### src/rtl/apu_frame_sequencer_if.sv
`timescale 1ns/1ps
`default_nettype none
// ============================================================================
// Module   : apu_frame_sequencer_if
// Brief    : CPU-side register strobes into the frame sequencer and the
//            quarter/half clock enables, IRQ and mode it produces.
// Revision : 1.0 - initial release
// ============================================================================
interface apu_frame_sequencer_if;
    logic       cpu_clk_en;
    logic       frame_wr;
    logic [7:0] frame_wr_data;
    logic       status_rd;
    logic       quarter_clk_en;
    logic       half_clk_en;
    logic       frame_irq;
    logic       mode;

    modport master (
        output cpu_clk_en,
        output frame_wr,
        output frame_wr_data,
        output status_rd,
        input  quarter_clk_en,
        input  half_clk_en,
        input  frame_irq,
        input  mode
    );

    modport slave (
        input  cpu_clk_en,
        input  frame_wr,
        input  frame_wr_data,
        input  status_rd,
        output quarter_clk_en,
        output half_clk_en,
        output frame_irq,
        output mode
    );
endinterface
`default_nettype wire

### src/rtl/apu_frame_sequencer.sv
`timescale 1ns/1ps
`default_nettype none
// ============================================================================
// Module   : apu_frame_sequencer
// Brief    : APU frame counter: 4/5-step sequencer producing quarter- and
//            half-frame clock enables plus the frame IRQ.
// Revision : 1.0 - initial release
// ============================================================================
module apu_frame_sequencer #(
    parameter int CNT_WIDTH = 16,
    parameter int Q1        = 7456,
    parameter int Q2        = 14912,
    parameter int Q3        = 22370,
    parameter int Q4        = 29828,
    parameter int Q5        = 37280
) (
    input  wire logic            clk,
    input  wire logic            rst,
    apu_frame_sequencer_if.slave bus
);

    localparam logic [CNT_WIDTH-1:0] c_q1      = CNT_WIDTH'(Q1);
    localparam logic [CNT_WIDTH-1:0] c_q2      = CNT_WIDTH'(Q2);
    localparam logic [CNT_WIDTH-1:0] c_q3      = CNT_WIDTH'(Q3);
    localparam logic [CNT_WIDTH-1:0] c_q4      = CNT_WIDTH'(Q4);
    localparam logic [CNT_WIDTH-1:0] c_q4p1    = CNT_WIDTH'(Q4 + 1);
    localparam logic [CNT_WIDTH-1:0] c_q5      = CNT_WIDTH'(Q5);
    localparam logic [CNT_WIDTH-1:0] c_q5p1    = CNT_WIDTH'(Q5 + 1);
    localparam logic [CNT_WIDTH-1:0] c_one     = CNT_WIDTH'(1);
    localparam logic [2:0]           c_dly_even = 3'd3;
    localparam logic [2:0]           c_dly_odd  = 3'd4;

    logic [CNT_WIDTH-1:0] r_count;
    logic                 r_mode;
    logic                 r_inhibit;
    logic                 r_irq;
    logic                 r_quarter;
    logic                 r_half;
    logic                 r_parity;
    logic                 r_pending;
    logic [2:0]           r_delay;

    logic [CNT_WIDTH-1:0] w_count_nxt;
    logic [CNT_WIDTH-1:0] w_last;
    logic                 w_tick;
    logic                 w_step_q;
    logic                 w_step_qh;
    logic                 w_done;
    logic                 w_quarter_nxt;
    logic                 w_half_nxt;
    logic                 w_irq_set;
    logic                 w_irq_clr;
    logic                 w_irq_nxt;
    logic                 w_pending_nxt;
    logic [2:0]           w_delay_nxt;
    logic                 w_unused_data;

    assign w_unused_data = ^bus.frame_wr_data[5:0];

    always_comb begin
        w_tick    = bus.cpu_clk_en;
        w_last    = r_mode ? c_q5p1 : c_q4p1;

        w_step_q  = (r_count == c_q1) || (r_count == c_q3);
        w_step_qh = (r_count == c_q2)
                 || (!r_mode && (r_count == c_q4))
                 || ( r_mode && (r_count == c_q5));

        // A new write restarts the delay, so it also cancels a completion
        // that would otherwise land on this tick.
        w_done    = w_tick && r_pending && (r_delay == 3'd1) && !bus.frame_wr;

        w_quarter_nxt = (w_tick && (w_step_q || w_step_qh)) || (w_done && r_mode);
        w_half_nxt    = (w_tick && w_step_qh) || (w_done && r_mode);

        w_irq_set = w_tick && !r_mode && !r_inhibit
                 && ((r_count == c_q4) || (r_count == c_q4p1));
        w_irq_clr = bus.status_rd || (bus.frame_wr && bus.frame_wr_data[6]);
        w_irq_nxt = r_irq;
        if (w_irq_set) begin
            w_irq_nxt = 1'b1;
        end else if (w_irq_clr) begin
            w_irq_nxt = 1'b0;
        end

        // >= rather than == so a switch to 4-step beyond its last step wraps.
        w_count_nxt = r_count;
        if (w_done) begin
            w_count_nxt = '0;
        end else if (w_tick) begin
            w_count_nxt = (r_count >= w_last) ? '0 : r_count + c_one;
        end

        w_pending_nxt = r_pending;
        w_delay_nxt   = r_delay;
        if (bus.frame_wr) begin
            w_pending_nxt = 1'b1;
            w_delay_nxt   = r_parity ? c_dly_odd : c_dly_even;
        end else if (w_tick && r_pending) begin
            w_delay_nxt = r_delay - 3'd1;
            if (r_delay == 3'd1) begin
                w_pending_nxt = 1'b0;
            end
        end
    end

    always_ff @(posedge clk) begin
        if (rst) begin
            r_count   <= '0;
            r_mode    <= 1'b0;
            r_inhibit <= 1'b0;
            r_irq     <= 1'b0;
            r_quarter <= 1'b0;
            r_half    <= 1'b0;
            r_parity  <= 1'b0;
            r_pending <= 1'b0;
            r_delay   <= 3'd0;
        end else begin
            r_count   <= w_count_nxt;
            r_irq     <= w_irq_nxt;
            r_quarter <= w_quarter_nxt;
            r_half    <= w_half_nxt;
            r_pending <= w_pending_nxt;
            r_delay   <= w_delay_nxt;
            if (w_tick) begin
                r_parity <= ~r_parity;
            end
            if (bus.frame_wr) begin
                r_mode    <= bus.frame_wr_data[7];
                r_inhibit <= bus.frame_wr_data[6];
            end
        end
    end

    assign bus.quarter_clk_en = r_quarter;
    assign bus.half_clk_en    = r_half;
    assign bus.frame_irq      = r_irq;
    assign bus.mode           = r_mode;

endmodule
`default_nettype wire

### src/flat_wrapper.sv
// flat-port wrapper written by rule: the top's interface ports become plain ports
module apu_frame_sequencer_flat 
#(
    parameter int CNT_WIDTH = 16,
    parameter int Q1        = 7456,
    parameter int Q2        = 14912,
    parameter int Q3        = 22370,
    parameter int Q4        = 29828,
    parameter int Q5        = 37280
)
  (clk, rst, bus_cpu_clk_en, bus_frame_wr, bus_frame_wr_data, bus_status_rd, bus_quarter_clk_en, bus_half_clk_en, bus_frame_irq, bus_mode);
  apu_frame_sequencer_if bus_i ();
  input  wire logic clk;
  input  wire logic rst;
  input wire logic [$bits(bus_i.cpu_clk_en)-1:0] bus_cpu_clk_en;
  input wire logic [$bits(bus_i.frame_wr)-1:0] bus_frame_wr;
  input wire logic [$bits(bus_i.frame_wr_data)-1:0] bus_frame_wr_data;
  input wire logic [$bits(bus_i.status_rd)-1:0] bus_status_rd;
  output wire logic [$bits(bus_i.quarter_clk_en)-1:0] bus_quarter_clk_en;
  output wire logic [$bits(bus_i.half_clk_en)-1:0] bus_half_clk_en;
  output wire logic [$bits(bus_i.frame_irq)-1:0] bus_frame_irq;
  output wire logic [$bits(bus_i.mode)-1:0] bus_mode;
  assign bus_i.cpu_clk_en = bus_cpu_clk_en;
  assign bus_i.frame_wr = bus_frame_wr;
  assign bus_i.frame_wr_data = bus_frame_wr_data;
  assign bus_i.status_rd = bus_status_rd;
  assign bus_quarter_clk_en = bus_i.quarter_clk_en;
  assign bus_half_clk_en = bus_i.half_clk_en;
  assign bus_frame_irq = bus_i.frame_irq;
  assign bus_mode = bus_i.mode;
  apu_frame_sequencer #(.CNT_WIDTH(CNT_WIDTH), .Q1(Q1), .Q2(Q2), .Q3(Q3), .Q4(Q4), .Q5(Q5)) u_core (.clk(clk), .rst(rst), .bus(bus_i));
endmodule
### config.mk
export PLATFORM = sky130hd
export DESIGN_NAME = apu_frame_sequencer_flat
export DESIGN_NICKNAME = d
export VERILOG_FILES = /design/src/rtl/apu_frame_sequencer_if.sv /design/src/rtl/apu_frame_sequencer.sv /design/src/flat_wrapper.sv
export SDC_FILE = /design/constraint.sdc
export NUM_CORES = 1
export LEC_CHECK = 0
export BUFFER_PORTS_ARGS = -buffer_cell sky130_fd_sc_hd__buf_2
export CORE_MARGIN = 5
export CORE_UTILIZATION = 62
export DETAILED_ROUTE_END_ITERATION = 10
export PLACE_DENSITY_LB_ADDON = 0.25
export SYNTH_ARGS = -nofsm -noshare
export SYNTH_HDL_FRONTEND = slang
export SYNTH_SLANG_ARGS = --single-unit
### constraint.sdc
create_clock -name clk -period 3.8 [get_ports clk]
set_input_delay 0.19 -clock clk [delete_from_list [all_inputs] [get_ports clk]]
set_output_delay 0.19 -clock clk [all_outputs]
set_load 0.005 [all_outputs]
==> out/results.txt <==
Run status -> finished clean
CTS sink cnt -> 26
Worst slew margin -> 0.440
Startpoint Class -> register
Synth top area cells -> dfxtp_1, ha_1, xnor2_1
Clock root buffer -> clkbuf_4
Worst Setup End Kind -> register
Via count -> 1351
Post-Syn Nets -> 209
Nets -> 213
Final Core Density -> 0.677
Largest net degree at the start of global routing -> 17
WL final -> 3.46 mm
CTS tree -> done
Slowest-stage cell, CP -> o31a_1
Combinational power share -> 0.127
Grt total ovfl -> 0
Net Switching -> 0.122 mW
# rows -> 18
Setup TNS -> 0 ps
CTS Hold Bufs -> 0
Slew @ Worst Pin -> 839 ps
Post-CTS setup buffers -> 0
Clk buf depth -> 2
HPWL Detailed -> 2.49 mm
Global-route wire length before repair -> 6.09 mm
Highest clock rate -> 437 MHz
R2R Path Start -> u_core.bus.mode
Clock latency at the later pin of the worst-skew pair -> 330 ps
Final Hold Fails -> 0
DRC violations left -> 0
Ratio of cells with drive above 1 in the final layout -> 0.125
Min Tclk post-route -> 2290 ps
Mapped Cells -> 182
Worst path cell trace -> inv_1 -> ha_1 -> nand4_1 -> a21oi_1 -> o31a_1 -> nor3_1
Worst path required time -> 3980 ps
Top Ports -> 17
Final Skew -> 9.71 ps
Vert. Die Dim -> 61.1 um
Crit path capture -> u_core.r_count[3]
Post-synth cell types -> 41
Hold crit path type -> primary input to register
Initial Util -> 0.653
Top cells by count, synth -> dfxtp_1, ha_1, xnor2_1
RSZ-0062 raised after global routing -> no
Critical path peak fanout -> 16
Synthesized cell area -> 1620 sq um
Largest area contributor in the netlist -> dfxtp_1
Top cell type's share of synthesized area -> 0.322
Final instance count without filler cells -> 214
Pwr dens -> 278 nW/um^2
ANT nets after route -> 0
Violation count after the first detailed-route iteration -> 60
Final Total Pwr -> 0.467 mW
Critical Path Start -> u_core.bus.mode
Final setup violation count -> 0
Num CTS Buffers -> 3
Setup CP Type -> register to register
Max rail drop VDD -> 0.271 mV
Sequential fraction of design power -> 0.623
Area Growth Syn to Fin -> 3.71%
Reg clk slew, reported paths -> 140 ps
Reg2reg setup slack -> 1510 ps
Top-count cell post-synth -> dfxtp_1
Inst Count DP -> 211
Total GRT Usage -> 0.217
Pleak -> 0.629 nW
Worst path max stage delay -> 700 ps
Mean post-synth cell area -> 8.89 sq um
FF-to-FF End -> u_core.r_count[3]
Sequential cell area fraction in the yosys report -> 0.322
Asr flop ratio synth -> 0
Vias per std cell -> 6.31
PostCTS Resize Cnt -> 0
Sw frac -> 0.262
Die Wd -> 61.1 um
CTS H-tree depth -> 1
Clock power share -> 0.250
Core area -> 2480 sq um
#FFs+latches synth -> 26
Yosys warning count -> 0
GP Congestion -> 0.823
Vias in the first global route -> 1287
EDFF count, synth -> 0
Final period util -> 0.602
R2r worst-path depth -> 6
CP Data Arrival Time -> 2470 ps
Initial DRT Pass Iterations -> 4
Final Slew Violations -> 0
Antenna diode count -> 0
Synth Flop Type -> dfxtp_1
Initial antenna violation count -> 0
Die ar. -> 3730 sq um
Tightest hold margin -> 90.0 ps
Max_cap viols -> 0
Buffers added on ports -> 10
Drt wl/cell -> 16.2 um
Int Pwr -> 0.344 mW
## area by class of cell
type / count / area [sq um]
clock buffers: 3 / 22.5
fillers: 210 / 800
inverters: 9 / 33.8
multi-input cells: 135 / 1010
flip-flops and latches: 26 / 520
well taps: 30 / 37.5
repair buffers: 11 / 57.6
## sequential cells by signal, summed over array words and instances, names as in the netlist
signal,count
u_core.r_inhibit,1
u_core.bus.quarter_clk_en,1
u_core.bus.mode,1
u_core.r_delay,3
u_core.bus.frame_irq,1
u_core.bus.half_clk_en,1
u_core.r_parity,1
u_core.r_pending,1
u_core.r_count,16
## worst min path at each step
stage | from | endpoint | slack [ps] | cells past startpoint
after floorplan | bus_frame_wr_data[7] | u_core.bus.mode | 340 | 2
after global placement | bus_frame_wr_data[7] | u_core.bus.mode | 430 | 3
after detailed placement | bus_frame_wr_data[7] | u_core.bus.mode | 440 | 3
after CTS | bus_frame_wr_data[7] | u_core.bus.mode | 100 | 3
after global routing | bus_frame_wr_data[7] | u_core.bus.mode | 110 | 3
final | bus_frame_wr_data[7] | u_core.bus.mode | 90 | 3
## cell usage in the layout (no fill, tap or decap), types with 8 or more instances in the layout
| cell | instances |
|---|---|
| inv_1 | 9 |
| nor3_1 | 10 |
| nor2_1 | 8 |
| nor3_2 | 8 |
| a21oi_1 | 8 |
| nand2_1 | 8 |
| dfxtp_1 | 26 |
| buf_2 | 10 |
| ha_1 | 14 |
| xnor2_1 | 11 |
| nand4_1 | 8 |
## layer usage
layer / wire length [um] / track usage / vias to the layer above
met4: 78 / 0.0743 / 0
li1: - / - / 664
met5: 0 / 0 / -
met1: 1550 / 0.296 / 633
met3: 206 / 0.0377 / 9
met2: 1630 / 0.347 / 45
## through the flow
step,area [sq um],worst slack [ps]
finish,1680,1510
global route,1680,1350
CTS,1680,1550
detailed placement,1660,1580
global placement,1660,1610
floorplan,1620,1720
## power by group through the flow
stage,Combinational [mW],Clock (mW),Sequential (mW)
2_1_floorplan,0.0433,0,0.294
4_1_cts,0.0592,0.119,0.291
3_5_place_dp,0.0586,0,0.296
3_3_place_gp,0.0546,0,0.295
5_1_grt,0.0666,0.133,0.292
6_report,0.0593,0.117,0.290
## cell families (layout without fill, tap and decap cells)
family          Yosys count  after routing  share of synthesized area
buf+inv                  21             23                     0.0565
mux                       2              2                     0.0124
simple gates             80             80                      0.325
xor+xnor                 16             16                     0.0866
compound gates           23             23                     0.0897
flops                    26             26                      0.322
fa+ha+maj                14             14                      0.108
## critical path, delay by kind of cell, from the launching register on
family | cells | cell delay, ps
AO/OA/AOI/OAI | 2 | 850
flip-flops | 1 | 550
adder cells (fa/ha/maj) | 1 | 320
AND/OR/NAND/NOR | 2 | 260
buffers and inverters | 1 | 160
Power figures use the tool's default switching activity.
